[src/rtl/adder_sched_pkg.sv]
// adder_sched_pkg: lane-mode encodings and lane-mask helpers shared by the
// adder scheduler. DATA_W_DEF follows the global `DATA_LEN define.
// Optional build macro used by this slice: ADDER_SCHED_PRIO_EN (see adder_rr_arb).
`ifndef DATA_LEN
`define DATA_LEN 64
`endif

package adder_sched_pkg;

    localparam int DATA_W_DEF = `DATA_LEN;

    typedef enum logic [1:0] {
        MODE_B8   = 2'b00,
        MODE_B16  = 2'b01,
        MODE_B32  = 2'b10,
        MODE_FULL = 2'b11
    } lane_mode_e;

    // True where bit i is the top bit of a lane (carry must not cross it),
    // except the adder's own MSB which feeds the carry-out slot.
    function automatic logic lane_break(input int i, input int lb, input int width);
        return ((i + 1) % lb == 0) && (i < width - 1);
    endfunction

    // One bit of the carry-propagate lane mask. Arguments i/width are
    // elaboration constants at every call site, so this folds to a mode mux.
    function automatic logic mask_bit(input logic [1:0] mode, input int i, input int width);
        logic brk;
        case (mode)
            MODE_B8:  brk = lane_break(i, 8, width);
            MODE_B16: brk = lane_break(i, 16, width);
            MODE_B32: brk = lane_break(i, 32, width);
            default:  brk = 1'b0;   // full width: no internal lane boundary
        endcase
        return !brk;
    endfunction

endpackage

[src/rtl/adder_rr_arb.sv]
// adder_rr_arb: NREQ-way arbiter for the shared adder. Grant is combinational;
// the round-robin pointer advances to winner+1 only on an accepted grant.
// ADDER_SCHED_PRIO_EN: fixed priority (index 0 highest), pointer removed.
module adder_rr_arb #(
    parameter int NREQ  = 2,
    parameter int SEL_W = 2
) (
    input  logic             clk,
    input  logic             rst_n,
    input  logic [NREQ-1:0]  req,
    input  logic             accept,
    output logic             gnt_vld,
    output logic [SEL_W-1:0] gnt_idx
);

`ifdef ADDER_SCHED_PRIO_EN

    // Lowest requesting index wins; scan high-to-low so the last hit sticks.
    always_comb begin
        gnt_vld = 1'b0;
        gnt_idx = '0;
        for (int r = NREQ - 1; r >= 0; r--) begin
            if (req[r]) begin
                gnt_vld = 1'b1;
                gnt_idx = SEL_W'(r);
            end
        end
    end

`else

    logic [SEL_W-1:0]  ptr;
    logic [SEL_W-1:0]  ptr_nxt;
    logic [2*NREQ-1:0] dbl;
    logic [NREQ-1:0]   rot;

    // Rotate requests so the pointer position is bit 0, then pick the first hit.
    always_comb begin
        int s;
        s       = 0;
        gnt_vld = 1'b0;
        gnt_idx = '0;
        dbl     = {req, req};
        rot     = NREQ'(dbl >> ptr);
        for (int o = NREQ - 1; o >= 0; o--) begin
            if (rot[o]) begin
                s = int'(ptr) + o;
                if (s >= NREQ) s = s - NREQ;
                gnt_vld = 1'b1;
                gnt_idx = SEL_W'(s);
            end
        end
    end

    // Next pointer: one past the current winner, wrapping at NREQ.
    always_comb begin
        int n;
        n = int'(gnt_idx) + 1;
        if (n >= NREQ) n = 0;
        ptr_nxt = SEL_W'(n);
    end

    // Pointer only moves when the grant is actually taken.
    always_ff @(posedge clk or negedge rst_n) begin
        if (!rst_n)      ptr <= '0;
        else if (accept) ptr <= ptr_nxt;
    end

`endif

endmodule

[src/rtl/adder_sched_ctrl.sv]
// adder_sched_ctrl: arbitrates NREQ requesters onto the shared pipelined
// prefix adder, generates the per-op SIMD lane mask, carries owner/mask down
// LAT stages and returns a one-hot rsp_valid to the owner. Back-pressure from
// the owner of the last stage freezes the whole pipe (global stall).
// ADDER_SCHED_PRIO_EN: fixed-priority arbitration instead of round robin.
module adder_sched_ctrl
    import adder_sched_pkg::*;
#(
    parameter int DATA_W = DATA_W_DEF,
    parameter int NREQ   = 2,
    parameter int LAT    = 2,
    parameter int SEL_W  = 2
) (
    input  logic                      clk,
    input  logic                      rst_n,
    input  logic [NREQ-1:0]           req_valid,
    input  logic [2*NREQ-1:0]         req_mode,
    input  logic [NREQ-1:0]           req_sub,
    output logic [NREQ-1:0]           req_ready,
    output logic                      adder_issue,
    output logic [SEL_W-1:0]          adder_sel,
    output logic                      adder_sub,
    output logic [LAT-1:0]            stage_en,
    output logic [LAT*(DATA_W+1)-1:0] stage_mask,
    output logic [NREQ-1:0]           rsp_valid,
    input  logic [NREQ-1:0]           rsp_ready
);

    typedef struct packed {
        logic [SEL_W-1:0] own;
        logic [DATA_W:0]  msk;
    } stage_t;

    logic [LAT-1:0]   vld_pipe;     // per-stage occupancy
    stage_t [LAT-1:0] stg;
    logic [NREQ-1:0]  own_hot;
    logic             stall;
    logic             run;
    logic             hs;
    logic             gnt_vld;
    logic [SEL_W-1:0] gnt_idx;
    logic [1:0]       mode_g;
    logic             sub_g;
    logic [DATA_W:0]  mask_new;

    adder_rr_arb #(.NREQ(NREQ), .SEL_W(SEL_W)) u_arb (
        .clk     (clk),
        .rst_n   (rst_n),
        .req     (req_valid),
        .accept  (hs),
        .gnt_vld (gnt_vld),
        .gnt_idx (gnt_idx)
    );

    // Decode last-stage owner; stall when it holds a result nobody takes.
    always_comb begin
        own_hot = '0;
        for (int r = 0; r < NREQ; r++)
            own_hot[r] = (stg[LAT-1].own == SEL_W'(r));
        stall     = vld_pipe[LAT-1] & ~|(own_hot & rsp_ready);
        run       = rst_n & ~stall;
        hs        = gnt_vld & run;
        rsp_valid = own_hot & {NREQ{vld_pipe[LAT-1]}};
    end

    // Operand-side mux of the winner's mode/sub and its lane mask.
    always_comb begin
        mode_g = '0;
        sub_g  = 1'b0;
        for (int r = 0; r < NREQ; r++) begin
            if (gnt_idx == SEL_W'(r)) begin
                mode_g = req_mode[2*r +: 2];
                sub_g  = req_sub[r];
            end
        end
        mask_new = '0;
        for (int i = 0; i <= DATA_W; i++)
            mask_new[i] = mask_bit(mode_g, i, DATA_W);
    end

    // Issue-side outputs; everything idles at zero without a handshake.
    always_comb begin
        req_ready = '0;
        for (int r = 0; r < NREQ; r++)
            req_ready[r] = hs && (gnt_idx == SEL_W'(r));
        adder_issue = hs;
        adder_sel   = hs ? gnt_idx : '0;
        adder_sub   = hs & sub_g;
        stage_en    = {LAT{run}};
    end

    // Empty stages drive an all-zero mask.
    always_comb begin
        stage_mask = '0;
        for (int k = 0; k < LAT; k++)
            stage_mask[k*(DATA_W+1) +: DATA_W+1] = vld_pipe[k] ? stg[k].msk : '0;
    end

    // Pipeline shift: bubbles advance too; stall freezes every stage.
    always_ff @(posedge clk or negedge rst_n) begin
        if (!rst_n) begin
            vld_pipe <= '0;
            stg      <= '0;
        end else if (!stall) begin
            for (int k = LAT - 1; k >= 1; k--) begin
                vld_pipe[k] <= vld_pipe[k-1];
                stg[k]      <= stg[k-1];
            end
            vld_pipe[0] <= hs;
            stg[0].own  <= hs ? gnt_idx : '0;
            stg[0].msk  <= hs ? mask_new : '0;
        end
    end

endmodule

[config.mk]
export PLATFORM = sky130hd
export DESIGN_NAME = adder_sched_ctrl
export DESIGN_NICKNAME = d
export VERILOG_FILES = /design/src/rtl/adder_sched_pkg.sv /design/src/rtl/adder_rr_arb.sv /design/src/rtl/adder_sched_ctrl.sv
export SDC_FILE = /design/constraint.sdc
export NUM_CORES = 1
export LEC_CHECK = 0
export CORE_MARGIN = 1
export CORE_UTILIZATION = 32
export DETAILED_ROUTE_END_ITERATION = 8
export GPL_TIMING_DRIVEN = 0
export MAX_ROUTING_LAYER = met4
export PLACE_DENSITY = 0.82
export SLEW_MARGIN = 30
export SYNTH_ARGS = -nofsm -noshare
export SYNTH_HDL_FRONTEND = slang
export SYNTH_SLANG_ARGS = --single-unit
[constraint.sdc]
create_clock -name clk -period 3 [get_ports clk]
set_clock_uncertainty 0.2 [all_clocks]
set_input_delay 0.6 -clock clk [delete_from_list [all_inputs] [get_ports clk]]
set_output_delay 0.6 -clock clk [all_outputs]
set_load 0.02 [all_outputs]
Word level (Yosys, flattened, before mapping)
Index checks and enable logic that the tools add are counted.
{"block": "totals", "ram_bits": 0, "elab_cells": 55, "reg_bits": 138, "latchBits": 0, "rom_bits": 0, "memories": 0, "input_bits": 12}
{"block": "op_classes", "magnitude_cmp": 3, "multipliers": 0, "n_mux": 18, "bitwise_logic": 7, "addsub": 4, "shift": 1, "n_reduce_logical": 12, "n_div": 0, "n_eq_ne": 4}
{"cell": "$mux W65", "count": 3}
{"cell": "$mux W2", "count": 8}
{"cell": "$mux W1", "count": 7}
{"cell": "$add A2 B1 Y3 const B", "count": 2}
{"cell": "$eq A2 B1 Y1 const B", "count": 3}
{"cell": "$ge A3 B2 Y1 const B", "count": 2}
{"cell": "$logic_not A2 Y1", "count": 3}
{"cell": "$and A1 B1 Y1", "count": 4}
{"cell": "$and A2 B2 Y2", "count": 2}
{"cell": "$logic_not A1 Y1", "count": 4}
{"cell": "$reduce_or A2 Y1", "count": 2}
{"cell": "$shr A4 B2 Y2", "count": 1}
{"cell": "$sub A2 B2 Y2 const B", "count": 2}
{"cell": "$reduce_or A3 Y1", "count": 1}
{"cell": "$eq A2 B2 Y1 const B", "count": 1}
{"cell": "$ge A2 B2 Y1 const B", "count": 1}
{"cell": "$logic_and A1 B1 Y1", "count": 2}
{"cell": "$not A1 Y1", "count": 1}

Longest topological paths before layout
Gate-level depths: netlist of the first run.
{"block": "depth", "depth_word": 13, "depth_mapped": 8, "depth_no_buf": 8}

Cells and area by module
From an unflattened synthesis of the first run, not the netlist that was laid out.
{"block": "unflattened", "cells_unflattened": 204, "hier_area_um2": 1765.4}
{"module": "adder_sched_ctrl", "area_each_um2": 1621.6, "seq_area_each_um2": 300.3, "cells_per_inst": 186, "instances": 1}
{"module": "adder_rr_arb", "area_each_um2": 143.9, "seq_area_each_um2": 50.0, "cells_per_inst": 18, "instances": 1}

Worst setup path before layout of the first run
Ideal clock, no wire load.
{"block": "synth_timing", "path_kind": "register -> output", "from": "reg stg[130] (netlist name)", "to": "out stage_en[0]", "arrival_time_ns": 2.068, "stages_incl_launch_ff": 5, "slack_ns": 0.132, "required_ns": 2.200, "path_buffers": 1, "path_cell_list": "dfrtp_1 > o21ai_1 > nand2_2 > inv_1 > buf_4"}
{"element": "to (decl)", "line": "adder_sched_ctrl.sv:23", "text": "output logic [LAT-1:0] stage_en,"}

Final worst setup path of the first run
{"block": "layout_timing", "from": "in req_valid[0]", "to": "out req_ready[1]"}
{"block": "layout_via", "elab_chain_len": 5, "word_cells_on_any_way": 8, "classes_between": "1 x eq/ne; 1 x shift; 4 x mux; 1 x bitwise; 1 x reduce/logical"}
{"element": "from (decl)", "line": "adder_sched_ctrl.sv:16", "text": "input logic [NREQ-1:0] req_valid,"}
{"element": "$shr A4 B2 Y2 (*)", "line": "adder_rr_arb.sv:44", "text": "rot = NREQ'(dbl >> ptr);"}
{"element": "$mux W2 or $mux W1 (tied branches) (2 in a row)", "line": "adder_rr_arb.sv:46", "text": "if (rot[o]) begin"}
{"element": "$eq A2 B1 Y1 or $and A1 B1 Y1 (tied branches)", "line": "adder_sched_ctrl.sv:85, adder_sched_ctrl.sv:62"}
{"element": "$logic_and A1 B1 Y1 (*)", "line": "adder_sched_ctrl.sv:85", "text": "req_ready[r] = hs && (gnt_idx == SEL_W'(r));"}
{"element": "to (decl)", "line": "adder_sched_ctrl.sv:19", "text": "output logic [NREQ-1:0] req_ready,"}
Every way passes the cells marked *; elsewhere a longest branch is shown, timed or not.

==> results of run 1 <==
[power by group]
part / switching (mW) / internal [mW] / total (mW)
Combinational: 1.20 / 1.60 / 2.81
Sequential: 0.0759 / 0.223 / 0.298
Clock: 0.0611 / 0.0937 / 0.155
Total: 1.34 / 1.92 / 3.26
[placed cells by master (no fill, tap or decap), types with 2 or more instances in the layout]
cell type          n
nand2_1           20
dfrtp_1           12
a21o_1             3
o21ai_1            2
nor2_1             2
clkdlybuf4s50_1  142
ha_2               2
clkbuf_8           3
dfrtp_2            2
dlygate4sd2_1      5
conb_1             4
and2_1             9
a21oi_1            2
nor3_2             2
o21ai_2            2
inv_1              3
buf_4            131
[worst min-delay path by stage]
stage,from,slack (ns),to
after global placement,stg[98],0.25,stg[98]
after detailed placement,stg[98],0.26,stg[98]
final,rst_n,0.17,stg[132]
after global routing,rst_n,0.19,stg[98]
after floorplan,rst_n,0.10,stg[114]
after CTS,rst_n,0.17,stg[114]
[critical path, delay by kind of cell]
family | cells | cell delay (ns)
buffers and inverters | 4 | 0.93
adder cells (fa/ha/maj) | 1 | 0.22
AO/OA/AOI/OAI | 1 | 0.18
AND/OR/NAND/NOR | 1 | 0.14
[per-stage QoR]
step	worst slack, ns	cells	instance area, um^2	TNS, ns
floorplan	0.132	209	1740	0
global placement	-0.792	429	3330	-28.90
detailed placement	-0.689	431	3380	-3.23
CTS	0.00676	436	3430	0
global route	0.0147	438	3460	0
finish	0.124	438	3460	0
[Yosys cell counts]
cell type  number  area (um^2)
inv_1           3         11.3
o21ai_1         3         15.0
nand2b_1        1         6.26
a21boi_0        1         7.51
and3b_2         1         10.0
nand2_1        20         75.1
o21a_4          1         15.0
and2_1          9         56.3
a22o_1          1         8.76
mux2i_1         1         10.0
nor3b_1         1         7.51
nor3_2          2         20.0
and3b_1         1         8.76
a21oi_1         2         10.0
nor2_8          1         20.0
nand2_2         1         6.26
ha_1            3         37.5
buf_4         127          953
nor2_1          2         7.51
o21ai_2         1         8.76
conb_1          2         7.51
mux2_4          1         15.0
nand3b_1        1         7.51
buf_6           1         11.3
o31ai_1         1         7.51
a21o_1          3         22.5
dfrtp_1        14          350
o21ai_0         1         5.00
a311oi_1        1         8.76
[flip-flops by register name, summed over array words and instances (netlist names)]
signal     count
stg           12
u_arb.ptr      2
[logic make-up (layout without fill, tap and decap cells)]
logic type	Yosys count	after routing
buffers and inverters	131	290
muxes	2	2
and+or+nand+nor	40	40
DFF	14	14
other	2	4
AOI/OAI and AO/OA	15	15
adders and majority gates	3	3
[layer usage]
layer  GRT usage, %  share of wire [%]  vias to the layer above
met4           1.85                  0                        0
met3           2.38                7.5                        0
met5              -                  0                        -
li1               -                  -                      839
met2           30.2                 57                       65
met1           13.7                 35                      670
[timing repair]
| item | in CTS | in global routing |
|---|---|---|
| setup buffers | 1 | 2 |
| hold buffers | 0 | 0 |
| resized for setup | 16 | 5 |
| setup endpoints to repair | 7 | 4 |
| pin swaps | 1 | 1 |
[area by class of cell]
class	instances	area, um^2	area share, %
Inverter	3	11.3	0.325
Tap cell	70	87.6	2.53
Buffer	128	965	27.9
Sequential cell	14	353	10.2
Timing Repair Buffer	155	1570	45.3
Multi-Input combinational cell	64	432	12.5
Clock buffer	4	45.0	1.30
==> qor.csv, run 1 <==
metric,value,unit
status,"complete, no violations",
Synth Cell Area,0.00173,mm^2
CTS Buf Count,3,
starting density of the core,33.5,%
MaxCap Viol Count,0,
drt wl/cell,9.84,um
RSZ-0062 raised after global routing,no,
crit-path max FO,7,
main combinational cell family by area after synthesis,buffers and inverters,
slowest cell delay on critical path,0.48,ns
Via density,3.59,
complex-gate fraction of the synthesized area,6.29,%
fmax,348,MHz
antenna-violating nets left,0,
Setup Crit Path Kind,primary input to output port,
vias in the first global route,1214,
worst r2r path cells,7,
Hold Crit Class,primary input to asynchronous set/reset pin,
setup violators final,0,
gr ovfl total,0,
Worst-Skew Late Latency,0.24,ns
CORE AREA,0.00517,mm^2
clock-pin slew of the registers on the worst-case setup and hold paths,0.06,ns
crit share post-route,95.9,%
final hold violation count,0,
synth warn,0,
Worst setup EP type,output port,
internal reg-to-reg setup slack,1.20,ns
CTS tree,yes,
routed via count,1574,
Die H,75.5,um
Clock Sinks,14,
Worst Setup SP,req_valid[0],
worst path arrival time,2.08,ns
simple-gate share of the synthesized area,13.0,%
initial drt markers,21,
final net count,384,
DPL Wire Length,3710,um
CTS root buf,clkbuf_8,
# port buffers,150,
Area Growth Syn to Fin,99.9,%
most used cell along the critical path,inv_1,
Lkg Pwr,1.72,nW
CTS Buffer Depth,2,
RD Place Congestion,0.708,
row count,26,
pwr dens,942,mW/mm^2
Slew Limit Fails,0,
reg2reg end,stg[55],
drt pass-1 iters,2,
Die ar.,0.00571,mm^2
crit-path cells,"clkdlybuf4s50_1, inv_1, o21ai_4, inv_1, ha_2, and2_1, dlygate4sd2_1",
largest net degree at the start of global routing,48,
final core utilization,66.9,%
Worst Setup EP,req_ready[1],
hold_ws,0.169,ns
sequential area share after synthesis,20.2,%
Fillers,432,
Top Ports,152,
initial antenna violation count,0,
post-synth cell types,29,
total chip power,3.26,mW
crit start category,primary input,
Diodes inserted,0,
Die W,75.5,um
syn avg cell area,8.36,um^2
all-layer global routing usage,14.4,%
Post-Synth Adder-Cell Area,2.17,%
number of synthesized register bits,14,
worst reg2reg startpoint,u_arb.ptr[0],
Total Wirelength,4310,um
detailed-route DRC error count,0,
minimum clock period,2.88,ns
xor and xnor fraction of the mapped netlist area,0,%
Post-Syn Instances,207,
worst vdd ir,0.000452,V
CP required,2.20,ns
first-pass GRT wire length,6040,um
mux share of post-synthesis cell area,1.45,%
share of cells above drive strength 1,41.3,%
H-tree levels,1,
slowest CP cell,clkdlybuf4s50_1,
Note: power is estimated with default switching activity, not from simulation.
==> inputs of run 2 (changes only) <==
--- a/config.mk
+++ b/config.mk
@@ -5,6 +5,7 @@
 export SDC_FILE = /design/constraint.sdc
 export NUM_CORES = 1
 export LEC_CHECK = 0
+export CORE_ASPECT_RATIO = 0.5
 export CORE_MARGIN = 1
 export CORE_UTILIZATION = 32
 export DETAILED_ROUTE_END_ITERATION = 8
==> qor.csv, run 2 (synthesized netlist as in run 1, its figures left out) <==
metric,value,unit
switching part of the total,41.6,%
crit share post-route,97.5,%
minimum clock period,2.92,ns
antenna-violating nets left,0,
total chip power,3.31,mW
crit path buf inv count,2,
fin cells,436,
Int Power,1.93,mW
Area Growth Syn to Fin,98.8,%
worst path arrival time,2.12,ns
detailed-route DRC error count,0,
CP required,2.20,ns
CTS Buf Count,3,
crit-path cells,"clkdlybuf4s50_1, a21boi_0, o21ai_2, nor2_8, and2_1, dlygate4sd2_1",
DPL Wire Length,3970,um
clock share of power,5.7,%
Hold Crit Class,primary input to asynchronous set/reset pin,
drt wl/cell,11.3,um
Reg power frac,8.7,%
CTS Buffer Depth,2,
final net count,382,
# port buffers,150,
Lkg Pwr,1.70,nW
first-pass GRT wire length,7110,um
final instance area,0.00344,mm^2
Setup Crit Path Kind,primary input to output port,
Slew Limit Fails,0,
crit start category,primary input,
CTS tree,yes,
slowest CP cell,clkdlybuf4s50_1,
routed via count,1612,
drt pass-1 iters,4,
vias in the first global route,1412,
CORE AREA,0.00507,mm^2
largest net degree at the start of global routing,51,
worst vdd ir,0.000407,V
setup violators final,0,
Switch Pwr,1.37,mW
all-layer global routing usage,16.6,%
Worst-Skew Late Latency,0.25,ns
MaxCap Viol Count,0,
"commonest non-fill, non-tap cell in the layout",clkdlybuf4s50_1,
share of cells above drive strength 1,41.3,%
slowest cell delay on critical path,0.47,ns
initial drt markers,36,
Total Wirelength,4920,um
RSZ-0062 raised after global routing,no,
placed cell area,0.00337,mm^2
Die W,106,um
row count,18,
fmax,342,MHz
crit-path max FO,6,
placed cell count,431,
Clock Sinks,14,
CTS root buf,clkbuf_8,
Via density,3.70,
Top Ports,152,
H-tree levels,1,
largest registers,"stg (12), u_arb.ptr (2)",
CTS Hold Bufs,0,
max FFs per register,12,
RD Place Congestion,0.677,
gr ovfl total,0,
"Most flops, register",stg,
critical path's top delay family,buffers and inverters,
clock-pin slew of the registers on the worst-case setup and hold paths,0.06,ns
most frequent cells in the layout,"clkdlybuf4s50_1, buf_4, nand2_1, dfrtp_1, and2_1",
Worst setup EP type,output port,
Diodes inserted,0,
status,"complete, no violations",
pwr dens,961,mW/mm^2
logic gate share of total power,85.6,%
final hold violation count,0,
initial antenna violation count,0,
Die H,54,um
Die ar.,0.00572,mm^2
starting density of the core,34.1,%
run 2: cell count changes in the layout (fill, tap and decap cells not counted):
cell,change
dlymetal6s2s_1,-1
clkbuf_8,+1
clkbuf_1,-1
buf_16,-1
buf_2,+1
buf_12,+1
dlygate4sd2_1,+1
a21boi_1,-1
a21boi_0,+1
buf_4,-3
run 2: final timing paths:
path / startpoint / endpoint / slack [ns] / depth (start not counted)
setup reg to reg: u_arb.ptr[0] / stg[55] / 1.17 / 7
setup / recovery: req_valid[0] / req_ready[0] / 0.08 / 6
max in group asynchronous: rst_n / stg[130] / 2.12 / 1
min in group clk: stg[98] / stg[98] / 0.27 / 2
hold / removal: rst_n / stg[31] / 0.17 / 1
hold reg to reg: stg[98] / stg[98] / 0.27 / 2
run 2: repair_timing:
action | CTS | global route
resized for setup | 17 | 2
endpoints found under the setup margin | 7 | 2
buffers inserted | 1 | 0
pin swaps | 1 | 0
run 2: layer usage:
layer / global-route usage, % / vias to the layer above / routed length [um] / share of wire, %
met5: - / - / 0 / 0
met4: 4.86 / 0 / 93 / 1.9
met3: 1.57 / 8 / 86 / 1.7
met2: 37.7 / 37 / 3020 / 61
met1: 15.4 / 735 / 1720 / 35
li1: - / 832 / - / -
run 2: cell type report:
type | count | area [um^2]
fill | 402 | 1630
inverter | 3 | 11.3
sequential | 14 | 353
clock buffer | 4 | 55.1
buffer | 128 | 965
multi-input combinational | 64 | 432
tap | 70 | 87.6
timing repair buffer | 153 | 1540
run 2: through the flow:
stage	worst slack [ns]	utilization, %	hold slack (ns)	setup TNS (ns)
3_3_place_gp	-0.707	65.7	0.251	-18.96
2_1_floorplan	0.132	-	0.104	0
4_1_cts	0.0351	67.8	0.171	0
3_5_place_dp	-0.714	66.5	0.254	-3.35
5_1_grt	0.000706	67.9	0.196	0
6_report	0.0764	67.9	0.167	0
run 2: power groups by stage:
stage                     clock [mW]  combinational [mW]  sequential, mW
after floorplan                    0                1.61           0.342
after global placement             0                2.75           0.367
after detailed placement           0                2.85           0.285
after CTS                      0.189                2.86           0.286
after global routing           0.201                2.98           0.294
final                          0.189                2.83           0.286
